### config.mk
export PLATFORM = sky130hd
export DESIGN_NAME = pipelined_prefix_adder
export DESIGN_NICKNAME = d
export VERILOG_FILES = /design/src/rtl/prefix_adder_pkg.sv /design/src/rtl/kgp_combine_cell.sv /design/src/rtl/pipelined_prefix_adder.sv
export SDC_FILE = /design/constraint.sdc
export NUM_CORES = 1
export LEC_CHECK = 0
export ABC_AREA = 1
export CORE_MARGIN = 2
export CORE_UTILIZATION = 35
export DETAILED_ROUTE_END_ITERATION = 6
export GPL_ROUTABILITY_DRIVEN = 0
export HOLD_SLACK_MARGIN = 0.03
export PLACE_DENSITY = 0.59
export REMOVE_ABC_BUFFERS = 1
export SYNTH_ARGS = -nofsm -noshare
export SYNTH_HDL_FRONTEND = slang
export SYNTH_SLANG_ARGS = --single-unit
### constraint.sdc
create_clock -name clk -period 34 [get_ports clk]
set_input_delay 3.4 -clock clk [delete_from_list [all_inputs] [get_ports clk]]
set_output_delay 3.4 -clock clk [all_outputs]
set_load 0.01 [all_outputs]
### src/rtl/prefix_adder_pkg.sv
// Shared constants and elaboration helpers for the pipelined Kogge-Stone adder.
package prefix_adder_pkg;

  localparam logic [1:0] KGP_KILL = 2'b00;
  localparam logic [1:0] KGP_GEN  = 2'b11;

  function automatic int clog2(input int v);
    int r;
    r = 0;
    for (int i = 0; i < 31; i++) begin
      if ((1 << i) < v) r = i + 1;
    end
    return r;
  endfunction

  // One capture stage plus one register per LVLS_PER_STAGE prefix levels.
  function automatic int calc_nst(input int width, input int lvls);
    return (clog2(width) + lvls - 1) / lvls + 1;
  endfunction

endpackage

### src/rtl/kgp_combine_cell.sv
// Kogge-Stone combine operator: a resolved (kill/generate) upper span wins, otherwise the lower span.
module kgp_combine_cell
  import prefix_adder_pkg::*;
(
  input  logic [1:0] hi_i,
  input  logic [1:0] lo_i,
  output logic [1:0] kgp_o
);

  assign kgp_o = (hi_i == KGP_KILL || hi_i == KGP_GEN) ? hi_i : lo_i;

endmodule

### src/rtl/pipelined_prefix_adder.sv
// Pipelined Kogge-Stone adder/subtractor with valid/ready, global-stall flow control and a tag sideband.
// Define ADDER_OVF_EN to add the registered signed-overflow output out_ovf.
module pipelined_prefix_adder
  import prefix_adder_pkg::*;
#(
  parameter int WIDTH          = 64,
  parameter int LVLS_PER_STAGE = 2,
  parameter int TAG_W          = 4
) (
  input  logic             clk,
  input  logic             rst,
  input  logic             in_valid,
  output logic             in_ready,
  input  logic [WIDTH-1:0] in_a,
  input  logic [WIDTH-1:0] in_b,
  input  logic             in_cin,
  input  logic             in_sub,
  input  logic [TAG_W-1:0] in_tag,
  output logic             out_valid,
  input  logic             out_ready,
  output logic [WIDTH-1:0] out_sum,
  output logic             out_cout,
  output logic [TAG_W-1:0] out_tag
`ifdef ADDER_OVF_EN
  ,
  output logic             out_ovf
`endif
);

  localparam int LOG = clog2(WIDTH);
  localparam int NST = calc_nst(WIDTH, LVLS_PER_STAGE);

  logic adv;
  logic [NST:0] vld_pipe;

  assign adv       = out_ready | ~out_valid;
  assign in_ready  = adv;
  assign out_valid = vld_pipe[NST];

  always_ff @(posedge clk) begin
    if (rst)      vld_pipe <= '0;
    else if (adv) vld_pipe <= {vld_pipe[NST-1:0], in_valid};
  end

  // Stage 0: effective operand, propagate vector and KGP bits.
  logic [WIDTH-1:0]      b_eff, p_d;
  logic                  cin_eff;
  logic [WIDTH-1:0][1:0] kgp_d;

  always_comb begin
    b_eff   = in_sub ? ~in_b : in_b;
    cin_eff = in_sub | in_cin;
    p_d     = in_a ^ b_eff;
    for (int i = 0; i < WIDTH; i++) kgp_d[i] = {in_a[i], b_eff[i]};
    // Folding the carry seed into bit 0 leaves every span resolved after the last level.
    if (p_d[0]) kgp_d[0] = cin_eff ? KGP_GEN : KGP_KILL;
  end

  logic [WIDTH-1:0][1:0] kgp0_q;
  logic [WIDTH-1:0]      p_q   [NST];
  logic                  cin_q [NST];
  logic [TAG_W-1:0]      tag_q [NST];

  always_ff @(posedge clk) begin
    if (adv) begin
      kgp0_q   <= kgp_d;
      p_q[0]   <= p_d;
      cin_q[0] <= cin_eff;
      tag_q[0] <= in_tag;
      for (int s = 1; s < NST; s++) begin
        p_q[s]   <= p_q[s-1];
        cin_q[s] <= cin_q[s-1];
        tag_q[s] <= tag_q[s-1];
      end
    end
  end

  // Prefix tree: nd[k] is the KGP vector entering level k.
  logic [WIDTH-1:0][1:0] nd [LOG+1];
  assign nd[0] = kgp0_q;

  for (genvar lv = 0; lv < LOG; lv++) begin : g_lvl
    localparam int D = 1 << lv;
    logic [WIDTH-1:0][1:0] cmb;

    for (genvar i = 0; i < WIDTH; i++) begin : g_bit
      if (i < D) begin : g_pass
        assign cmb[i] = nd[lv][i];
      end else begin : g_cell
        kgp_combine_cell u_cell (
          .hi_i  (nd[lv][i]),
          .lo_i  (nd[lv][i-D]),
          .kgp_o (cmb[i])
        );
      end
    end

    if (((lv + 1) % LVLS_PER_STAGE == 0) || (lv == LOG - 1)) begin : g_reg
      logic [WIDTH-1:0][1:0] cmb_q;
      always_ff @(posedge clk) begin
        if (adv) cmb_q <= cmb;
      end
      assign nd[lv+1] = cmb_q;
    end else begin : g_comb
      assign nd[lv+1] = cmb;
    end
  end

  // c[i] is the carry out of bit i.
  logic [WIDTH-1:0] c, sum_d;

  always_comb begin
    for (int i = 0; i < WIDTH; i++) c[i] = (nd[LOG][i] == KGP_GEN);
    sum_d = p_q[NST-1] ^ {c[WIDTH-2:0], cin_q[NST-1]};
  end

  logic [WIDTH-1:0] sum_q;
  logic             cout_q;
  logic [TAG_W-1:0] otag_q;

  always_ff @(posedge clk) begin
    if (rst) begin
      sum_q  <= '0;
      cout_q <= 1'b0;
      otag_q <= '0;
    end else if (adv) begin
      sum_q  <= sum_d;
      cout_q <= c[WIDTH-1];
      otag_q <= tag_q[NST-1];
    end
  end

  assign out_sum  = sum_q;
  assign out_cout = cout_q;
  assign out_tag  = otag_q;

`ifdef ADDER_OVF_EN
  logic ovf_q;

  always_ff @(posedge clk) begin
    if (rst)      ovf_q <= 1'b0;
    else if (adv) ovf_q <= c[WIDTH-1] ^ c[WIDTH-2];
  end

  assign out_ovf = ovf_q;
`endif

endmodule
Yosys cells after proc, flatten, opt, wreduce, memory -nomap -nowiden
Memories as Yosys holds them, arrays and structs flattened. A register that Yosys moved wholly into a read port is not among the register bits.
Cells that the tools add are included.
- output and inout bits: 71
- flip-flop bits (word level): 582
- RAM bits: 276
- logic and storage cells: 1621
- input bits: 138
- memories: 3
- bitwise logic cells: 6
- reduce and logical (&&, ||, !) cells: 642
- eq/ne operators: 385
- mux-type cells: 326
- memory list (name ; depth ; bits a word ; rd ports ; clocked after memory_dff ; write ports ; RTL line ; text):
    p_q ; 4 ; 64 ; 4 ; 0 ; 4 ; pipelined_prefix_adder.sv:60 ; logic [WIDTH-1:0] p_q [NST];
    tag_q ; 4 ; 4 ; 4 ; 1 ; 4 ; pipelined_prefix_adder.sv:62 ; logic [TAG_W-1:0] tag_q [NST];
    cin_q ; 4 ; 1 ; 4 ; 0 ; 4 ; pipelined_prefix_adder.sv:61 ; logic cin_q [NST];
- operators by type and width (cell ; number):
    == test 2 bit (second input constant) ; 385
    two-way mux 2 bit ; 323
    logical NOT 2 bit ; 321
    logical OR 1 bit ; 321
    XOR 64 bit ; 2
    two-way mux 64 bit ; 1
    NOT 64 bit ; 1
    two-way mux 1 bit ; 2
    bitwise OR 1 bit ; 2
    NOT 1 bit ; 1

Logic depth before layout (Yosys ltp)
Gate-level depths: netlist of run 1.
- depth after elaboration: 6
- gate-level depth with buffers: 6
- depth with buffers taken out: 6

By module
Synthesis of run 1 repeated with hierarchy kept, for this count alone.
- cells, all modules: 3817
- area total of the unflattened synthesis: 37923.9 µm²
- by module, submodules not included (module ; cells each ; area an instance (µm²) ; times used ; sequential area each (µm²)):
    pipelined_prefix_adder ; 1891 ; 29891.2 ; 1 ; 25144.1
    kgp_combine_cell ; 6 ; 25.0 ; 321 ; 0.0

Worst setup path after synthesis of run 1
OpenSTA, ideal clock, no wires.
- path kind: in2out
- start point: input out_ready
- end point: output in_ready
- data arrival time: 25063 ps
- required time: 30600 ps
- buffers on the path: 2
- stages: 4
- setup slack: 5537 ps
- path through: inv_1 -> nand2_1 -> buf_2 -> buf_1
- cells in the longest elaborated chain, start to end: 1
- ends and longest elaborated chain (what ; RTL line ; text):
    from (decl) ; pipelined_prefix_adder.sv:20 ; input logic out_ready,
    bitwise OR 1 bit ; pipelined_prefix_adder.sv:36 ; assign adv = out_ready | ~out_valid;
    to (decl) ; pipelined_prefix_adder.sv:13 ; output logic in_ready,
Every way passes these cells.

Worst setup path after layout of run 1
Same ends and word-level chain as after synthesis.

==> results of run 1 <==
-- cell type report --
type	count	area [um2]
sequential	862	25100
antenna	1	2.50
timing repair buffer	221	2190
clock buffer	121	2510
inverter	476	1790
fill	9862	60200
clock inverter	51	631
tap	1380	1730
multi-input combinational	2178	9610
-- per-stage QoR --
step / total power (W) / setup slack [ns]
after floorplan: 0.00179 / 8.79
after global placement: 0.00197 / 25.71
after detailed placement: 0.00198 / 25.74
after CTS: 0.00302 / 25.72
after global routing: 0.00314 / 25.70
final: 0.00298 / 25.78
-- logic make-up after synthesis --
family | count (synthesis)
compound gates | 311
xor+xnor | 192
buf+inv | 505
flops | 862
simple gates | 1675
-- worst min-delay path by stage --
stage / startpoint / end / slack, ns / depth (start not counted)
5_1_grt: p_q[0][53] / p_q[1][53] / 0.41 / 0
2_1_floorplan: cin_q[0] / cin_q[1] / 0.40 / 0
3_5_place_dp: p_q[0][1] / p_q[1][1] / 0.40 / 0
6_report: p_q[2][46] / p_q[3][46] / 0.41 / 0
4_1_cts: p_q[0][53] / p_q[1][53] / 0.40 / 0
3_3_place_gp: p_q[1][63] / p_q[2][63] / 0.40 / 0
-- layout by cell type, fill, tap and decap left out, types with 2 or more instances in the layout --
cell             count
clkinv_1            11
dfxtp_1             74
clkdlybuf4s50_1    207
inv_1              475
nand2_1           1296
clkinvlp_4           6
o21ai_0            132
xnor2_1              2
edfxtp_1           788
clkbuf_16           93
xor2_1             190
nor3_1              18
inv_6                4
nor2_1             318
clkinv_2            13
bufinv_16           13
clkbuf_8             8
a21oi_1            178
clkbuf_1            20
buf_4               13
nand3_1             42
-- metal layers --
| layer | wire [um] | global-route usage (%) |
|---|---|---|
| met1 | 36500 | 19.8 |
| met3 | 3880 | 2.47 |
| met2 | 37700 | 24.7 |
| met5 | 0 | 0 |
| met4 | 2110 | 4.79 |
-- registers in the layout (all words and copies together), names as in the netlist --
| register | count |
|---|---|
| tag_q | 16 |
| g_lvl.g_reg.cmb_q | 384 |
| out_sum | 64 |
| out_cout | 1 |
| vld_pipe | 5 |
| kgp0_q | 126 |
| p_q | 256 |
| out_tag | 4 |
| g_lvl.cmb | 2 |
| cin_q | 4 |
-- power by group --
part | internal [W] | switching (W) | total, W
sequential | 0.00140 | 0.000107 | 0.00151
combinational | 0.000156 | 0.000287 | 0.000443
clock | 0.000622 | 0.000409 | 0.00103
total | 0.00218 | 0.000803 | 0.00298
-- cells in the mapped netlist, types with 2 or more instances --
cell      count  area (um2)
nand3_1      42         210
a21oi_1     178         891
nand2_1    1297        4870
xor2_1      190        1660
buf_6         5        56.3
dfxtp_1      74        1480
inv_1       475        1780
clkbuf_1     19        71.3
edfxtp_1    788       23700
nor2_1      318        1190
buf_2         3        15.0
nor3_1       18        90.1
o21ai_0     132         661
xnor2_1       2        17.5
==> reports/results.txt, run 1 <==
Layout area overhead - 18.8%
Vias in the first global route - 22134
Max-slew headroom - 31.8%
Synth Flop Type - edfxtp_1
CTS HTree Levels - 3
Worst flop-to-flop path startpoint - vld_pipe[4]
Worst R2R Setup Slack - 30.35 ns
Worst Skew - 0.0217 ns
Die width - 328 um
FF-to-FF End - out_sum[11]
Maximum vdd drop - 35.5 uV
Hold slack - 0.410 ns
Cell area power density - 68.4 mW/mm2
Post-route cell area - 0.0436 mm2
Iter 0 DRT Violations - 1655
Clock-pin slew on the worst setup and hold paths - 0.06 ns
Num ports - 209
Outcome - finished, final reports clean
Layout net count - 3969
Simple-gate share of the synthesized area - 17.3%
Startpoint types - input port
CTS tree - yes
Worst Setup End Kind - output pin
CTS-repair resized insts - 0
Total grt overflow - 0
Crit-path cells - clkdlybuf4s50_1 > inv_1 > nand2_4 > clkdlybuf4s50_1
Post-layout util - 42.0%
CP Data Required Time - 30.60 ns
Max stage delay on crit path - 0.60 ns
Crit path to - in_ready
CTS sink count - 862
Placed instance count - 5117
Die Area - 0.107 mm2
First-pass GRT wire length - 121000 um
RSZ-0062 raised after global routing - false
Crit share post-route - 24.2%
CTS Root Cell - clkbuf_16
Worst path bufs/invs - 3
Max Slew Vio Count - 0
Mapped Area - 0.0367 mm2
Buffers from clock root to sink, at most - 3
CTS buffer count - 92
Routed len/inst - 15.1 um
DR vias/cell - 4.39
Synth Instances - 3545
Post-synthesis compound-gate area fraction - 4.25%
Slowest CP cell - clkdlybuf4s50_1
IO buf count - 208
Post-Route WL - 80100 um
Postcts setup bufs - 0
Max-cap viol count - 0
Final Hold Viols - 0
Overall Global Routing Usage - 14.8%
Die height - 328 um
Layout Cells excl Fill - 5290
Min-delay worst type - flip-flop to flip-flop
Leak - 19.9 nW
CP top delay family - buffers and inverters
Setup TNS - 0 ns
Post-DP HPWL - 60200 um
XOR/XNOR Fraction of Synth Area - 4.58%
Setup Crit Path Kind - input port to output pin
Remaining antenna violation count - 0
Fmax - 0.122 GHz
Cell Area, Placed - 0.0405 mm2
Share of cells above drive strength 1 - 4.02%
Setup crit start - out_ready
Clk_lat worst skew - 0.64 ns
Mux contribution to synthesized area - 0%
Number of distinct library cells after synthesis - 18
Warnings from Yosys - 0
Least-Margin Pin Slew - 1.02 ns
Row count - 118
First-pass DRT Iterations - 7
Arrival @ worst endpoint - 4.82 ns
Tmin final - 8.22 ns
Largest family of logic cells by synthesized area - simple AND/OR/NAND/NOR gates
EDFF count, synth - 788
R2R depth - 6
Synth async-reset ratio - 0%
DRC errors left - 0
CP dominant cell by count - clkdlybuf4s50_1
Synth Area in Adders - 0%
Largest net degree at the start of global routing - 161
DR vias - 23222
Mean Syn Cell Area - 10.3 um2
Setup-failing EPs final - 0
Yosys reg bits - 862
Core area - 0.104 mm2
Initial Util - 35.3%
Initial antenna violation count - 10
Instance count on the critical path - 4
CP max FO - 8
Post-CTS Hold Buffers - 0
Register area share after synthesis - 68.5%
No activity file was read; power rests on OpenSTA's default activity.
==> run 2: changes to the inputs <==
clock period = 7.94 ns   (was 34 ns; I/O delays follow)
==> run 2 against run 1 <==
Net effect:
- sequential power increased to 4.3 times the previous value
- die area did not move
- core utilization about the same
- cell count shrank 0.13%
- non-clock buffer count down 3
- sequential cell count unchanged
- highest routed layer unchanged
==> reports/results.txt, run 2 (same netlist as run 1, synthesis figures left out) <==
Cell area power density - 291 mW/mm2 (+320%)
Uppermost layer routed - met4
Least-Margin Pin Slew - 1.02 ns (+0.000752 ns)
Clock-pin slew on the worst setup and hold paths - 0.06 ns (about the same)
DR WL met3 - 3830 um (-1.5%)
Cell Area, Placed - 0.0405 mm2 (about the same)
Setup-failing EPs final - 0 (unchanged)
Metal-1 WL - 36200 um (-0.84%)
Die height - 328 um (unchanged)
Hold slack - 0.400 ns (-0.00991 ns)
Total grt overflow - 0 (unchanged)
Maximum vdd drop - 161 uV (+350%)
DR vias/cell - 4.39 (about the same)
Die Area - 0.107 mm2 (unchanged)
RSZ-0062 raised after global routing - false
Max-slew headroom - 31.8% (-0.050 points)
CP dominant cell by count - clkdlybuf4s50_1
Setup Crit Path Kind - input port to output pin
Row count - 118 (unchanged)
Layout Cells excl Fill - 5283 (-0.13%)
Post-Route WL - 79600 um (-0.62%)
CTS-repair resized insts - 0 (unchanged)
Outcome - finished, final reports clean
Commonest non-fill, non-tap cell in the layout - nand2_1
Worst Hold Endpoint - p_q[1][53]
Min-delay worst type - flip-flop to flip-flop
Initial antenna violation count - 3 (-7)
Layout net count - 3966 (-0.076%)
CP max FO - 4 (-4)
DRC errors left - 0 (unchanged)
WHS Path Cells - 0 (unchanged)
Commonest non-fill, non-tap cells in the layout - nand2_1, edfxtp_1, inv_1
Worst Setup End Kind - output pin
Worst flop-to-flop path startpoint - vld_pipe[4]
Post-DP HPWL - 59700 um (-0.88%)
Num ports - 209 (unchanged)
FF-to-FF End - out_sum[55]
Min-Delay Startpoint - p_q[0][53]
Reg with most FFs - g_lvl.g_reg.cmb_q
Largest net degree at the start of global routing - 190 (+18%)
DR vias - 23185 (-0.16%)
Routed wl met2 - 37600 um (about the same)
Final-layout fill cell count - 9685 (-1.8%)
Postcts setup bufs - 0 (unchanged)
Crit-path cells - clkdlybuf4s50_1 > inv_1 > nand2_4 > clkdlybuf4s50_1
Core area - 0.104 mm2 (unchanged)
CTS HTree Levels - 3 (unchanged)
Max reg flops - 384 (unchanged)
IO buf count - 208 (unchanged)
Max stage delay on crit path - 0.67 ns (+0.07 ns)
CTS tree - yes
Total power draw - 0.0127 W (+320%)
Arrival @ worst endpoint - 2.24 ns (-2.58 ns)
Max-cap viol count - 0 (unchanged)
Leak - 19.9 nW (-0.17%)
Vias in the first global route - 22063 (-0.32%)
CTS Root Cell - clkbuf_16
Startpoint types - input port
Slowest CP cell - clkdlybuf4s50_1
CTS sink count - 862 (unchanged)
Remaining antenna violation count - 0 (unchanged)
Overall Global Routing Usage - 14.8% (-0.016 points)
Placed instance count - 5114 (-0.059%)
Final Hold Viols - 0 (unchanged)
First-pass GRT wire length - 121000 um (+0.13%)
Fmax - 0.329 GHz
Post-route cell area - 0.0436 mm2 (about the same)
Biggest regs - g_lvl.g_reg.cmb_q: 384 flops, p_q: 256 flops, kgp0_q: 126 flops
CTS buffer count - 92 (unchanged)
Crit share post-route - 38.3%
Diodes inserted - 0 (-1)
Iter 0 DRT Violations - 1667 (+0.73%)
First-pass DRT Iterations - 5 (-2)
R2R depth - 5 (-1)
Tmin final - 3.04 ns
Initial Util - 35.3% (unchanged)
Worst R2R Setup Slack - 5.56 ns (-24.79 ns)
Layout area overhead - 18.8% (about the same)
Routed len/inst - 15.1 um (-0.48%)
Worst Skew - 0.0259 ns (+0.00412 ns)
Die width - 328 um (unchanged)
Share of cells above drive strength 1 - 3.97% (-0.045 points)
Setup TNS - 0 ns (unchanged)
Buffers from clock root to sink, at most - 3 (unchanged)
Post-CTS Hold Buffers - 0 (unchanged)
Clk_lat worst skew - 0.65 ns (about the same)
Max Slew Vio Count - 0 (unchanged)
CP Data Required Time - 7.15 ns (-23.45 ns)
[run 2: cell types whose count changed in the layout (fill, tap and decap cells not counted), moves of 2 or more]
cell,before,now
clkinv_2,13,11
buf_4,13,7
clkinv_4,0,2
clkbuf_8,8,11
buf_12,1,4
bufinv_16,13,7
clkbuf_16,93,97
clkinv_1,11,7
inv_6,4,1
clkinvlp_4,6,11
[run 2: worst max-delay path by stage]
stage | startpoint | to | slack [ns] | depth (start not counted)
after global placement | out_ready | out_sum[46] | 4.54 | 7
after floorplan | out_ready | cin_q[0] | -12.98 | 2
final | out_ready | in_ready | 4.90 | 4
after global routing | out_ready | in_ready | 4.80 | 4
after CTS | out_ready | in_ready | 4.82 | 4
after detailed placement | out_ready | out_sum[47] | 4.53 | 7
[run 2: cell type report]
cell class	count	area [um2]	area share (%)
sequential	862	25100	57.7
multi-input combinational	2178	9610	22.1
clock buffer	128	2650	6.09
timing repair buffer	218	2200	5.06
inverter	476	1790	4.10
tap	1380	1730	3.96
clock inverter	41	447	1.03
[run 2: worst max-delay path: cells and delay by family]
| family | cells | cell delay, ns |
|---|---|---|
| buffers and inverters | 3 | 1.25 |
| AND/OR/NAND/NOR | 1 | 0.19 |
[run 2: metal layers]
layer  up-vias  GRT usage [%]
met4         0           4.79
met1     10654           19.8
met3       112           2.48
met5         -              0
li1      12018              -
met2       401           24.6
[run 2: through the flow]
step	worst slack, ns	util (%)
after floorplan	-12.98	-
after global placement	4.54	39.0
after detailed placement	4.53	39.0
after CTS	4.82	42.0
after global routing	4.80	42.0
final	4.90	42.0
[run 2: power breakdown]
group | switching [W] | total (W) | internal, W
clock network | 0.00175 | 0.00432 | 0.00257
registers | 0.000466 | 0.00648 | 0.00601
logic | 0.00121 | 0.00188 | 0.000667
==> run 3: changes to the inputs <==
clock period = 2.89 ns   (was 7.94 ns; I/O delays follow)
==> run 3 against run 2 <==
Net effect:
- critical path depth decreased by 2
- clock skew increased by 0.029 ns
- critical endpoint unchanged
- largest cell class unchanged
- highest routed layer unchanged
- cell count about the same
- core utilization decreased by 0.19 points
==> reports/results.txt, run 3 (same netlist as run 1, synthesis figures left out) <==
Outcome - finished, final reports clean
DRC errors left - 0 (unchanged)
Max-slew headroom - 53.3% (+22 points)
Final Hold Viols - 0 (unchanged)
Layout area overhead - 18.2%
Cell area power density - 783 mW/mm2 (+170%)
Min-delay worst type - input port to flip-flop
Crit share post-route - 81.9%
Max-cap viol count - 0 (unchanged)
Post-DP HPWL - 62100 um (+4.0%)
Max reg flops - 384 (unchanged)
Die width - 328 um (unchanged)
Row count - 118 (unchanged)
Commonest non-fill, non-tap cell in the layout - nand2_1
CTS HTree Levels - 3 (unchanged)
Flop pwr share - 52.7% (+1.6 points)
CTS Root Cell - clkbuf_16
Core area - 0.104 mm2 (unchanged)
Die height - 328 um (unchanged)
Biggest regs - g_lvl.g_reg.cmb_q: 384 flops, p_q: 256 flops, kgp0_q: 126 flops
Setup Crit Path Kind - flip-flop to output pin
Post-CTS Hold Buffers - 0 (unchanged)
Reg with most FFs - g_lvl.g_reg.cmb_q
Fmax - 0.422 GHz
Num ports - 209 (unchanged)
RSZ-0062 raised after global routing - false
CP max FO - 7 (+3)
Worst Skew - 0.0544 ns (+0.0286 ns)
Slowest CP cell - clkdlybuf4s50_1
Maximum vdd drop - 490 uV (+200%)
Commonest non-fill, non-tap cells in the layout - nand2_1, edfxtp_1, inv_1
Remaining antenna violation count - 0 (unchanged)
P_int - 0.0245 W (+160%)
DR vias - 23383 (+0.85%)
Routed len/inst - 15.4 um (+2.3%)
Startpoint types - flip-flop
Least-Margin Pin Slew - 0.698 ns (-0.325 ns)
Clk pwr share - 32.1% (-2.0 points)
First-pass GRT wire length - 123000 um (+1.8%)
Initial antenna violation count - 9 (+6)
CTS sink count - 862 (unchanged)
Worst Setup End Kind - output pin
CP Data Required Time - 2.60 ns (-4.55 ns)
Initial Util - 35.3% (unchanged)
Setup TNS - 0 ns (unchanged)
Post-placement setup slack - 0.592 ns (-3.94 ns)
Diodes inserted - 0 (unchanged)
CTS buffer count - 86 (-6.5%)
Total grt overflow - 0 (unchanged)
Clk_lat worst skew - 0.67 ns (+0.02 ns)
Layout Cells excl Fill - 5281 (-0.038%)
Setup-failing EPs final - 0 (unchanged)
Leak - 19.8 nW (-0.38%)
Final-layout fill cell count - 9758 (+0.75%)
Post-Route WL - 81500 um (+2.3%)
Overall Global Routing Usage - 15.1% (+0.28 points)
Share of cells above drive strength 1 - 3.61% (-0.36 points)
Placed instance count - 5123 (+0.18%)
Clock-pin slew on the worst setup and hold paths - 0.06 ns (about the same)
Worst path bufs/invs - 1 (-2)
Tmin final - 2.37 ns
Max stage delay on crit path - 0.81 ns (+0.14 ns)
Sw frac - 28.0% (+0.95 points)
Die Area - 0.107 mm2 (unchanged)
First-pass DRT Iterations - 5 (unchanged)
Crit-path cells - nand2_4 > clkdlybuf4s50_1
CP top delay family - buffers and inverters
Vias in the first global route - 22021 (-0.19%)
IO buf count - 208 (unchanged)
Layout net count - 3969 (+0.076%)
Arrival @ worst endpoint - 2.08 ns (-0.16 ns)
Iter 0 DRT Violations - 1611 (-3.4%)
Max Slew Vio Count - 0 (unchanged)
Largest net degree at the start of global routing - 131 (-31%)
DR vias/cell - 4.43 (+0.89%)
Buffers from clock root to sink, at most - 3 (unchanged)
CTS tree - yes
Postcts setup bufs - 0 (unchanged)
Gate power share - 15.2% (+0.4 points)
Final WS setup - 0.523 ns (-4.38 ns)
Switching power - 0.00950 W (+180%)
CTS-repair resized insts - 0 (unchanged)
[run 3: worst register-to-register path: cells and delay by family (launching register included)]
family / cells / cell delay, ns
flip-flops: 1 / 0.34
buffers and inverters: 2 / 0.74
AND/OR/NAND/NOR: 1 / 0.23
[run 3: stage by stage]
step	hold slack, ns	power, W	utilization, %	area (um2)
finish	0.181	0.0340	41.8	43400
global route	0.147	0.0358	41.8	43400
CTS	0.129	0.0343	41.8	43400
detailed placement	0.405	0.0234	39.1	40600
global placement	0.400	0.0232	39.1	40600
floorplan	0.358	0.0211	-	36500
[run 3: cell type report]
type | count | area [um2] | area share, %
Tap cell | 1380 | 1730 | 3.98
Sequential cell | 862 | 25100 | 58.0
Multi-Input combinational cell | 2178 | 9610 | 22.2
Clock buffer | 107 | 2240 | 5.17
Timing Repair Buffer | 227 | 2360 | 5.44
Clock inverter | 51 | 510 | 1.18
Inverter | 476 | 1790 | 4.12
[run 3: final timing paths]
| path | endpoint | startpoint | depth (start not counted) | slack [ns] |
|---|---|---|---|---|
| setup / recovery | in_ready | vld_pipe[4] | 2 | 0.52 |
| hold / removal | tag_q[0][1] | in_tag[1] | 1 | 0.18 |
| hold reg to reg | p_q[3][46] | p_q[2][46] | 0 | 0.37 |
| setup reg to reg | g_lvl[5].g_reg.cmb_q[84] | vld_pipe[4] | 3 | 1.13 |
[run 3: power groups by stage]
stage                     Combinational (W)  Clock (W)  Sequential (W)
final                               0.00517     0.0109          0.0179
after global routing                0.00596     0.0117          0.0182
after CTS                           0.00523     0.0112          0.0179
after detailed placement            0.00520          0          0.0182
after global placement              0.00513          0          0.0181
after floorplan                     0.00338          0          0.0177
[run 3: routing by layer]
layer  vias to the layer above  GRT usage, %  wire [um]
met3                        94          1.91       3720
met5                         -             0          0
met4                         0          4.13       1470
li1                      12033             -          -
met2                       450          25.3      38800
met1                     10806          20.7      37500
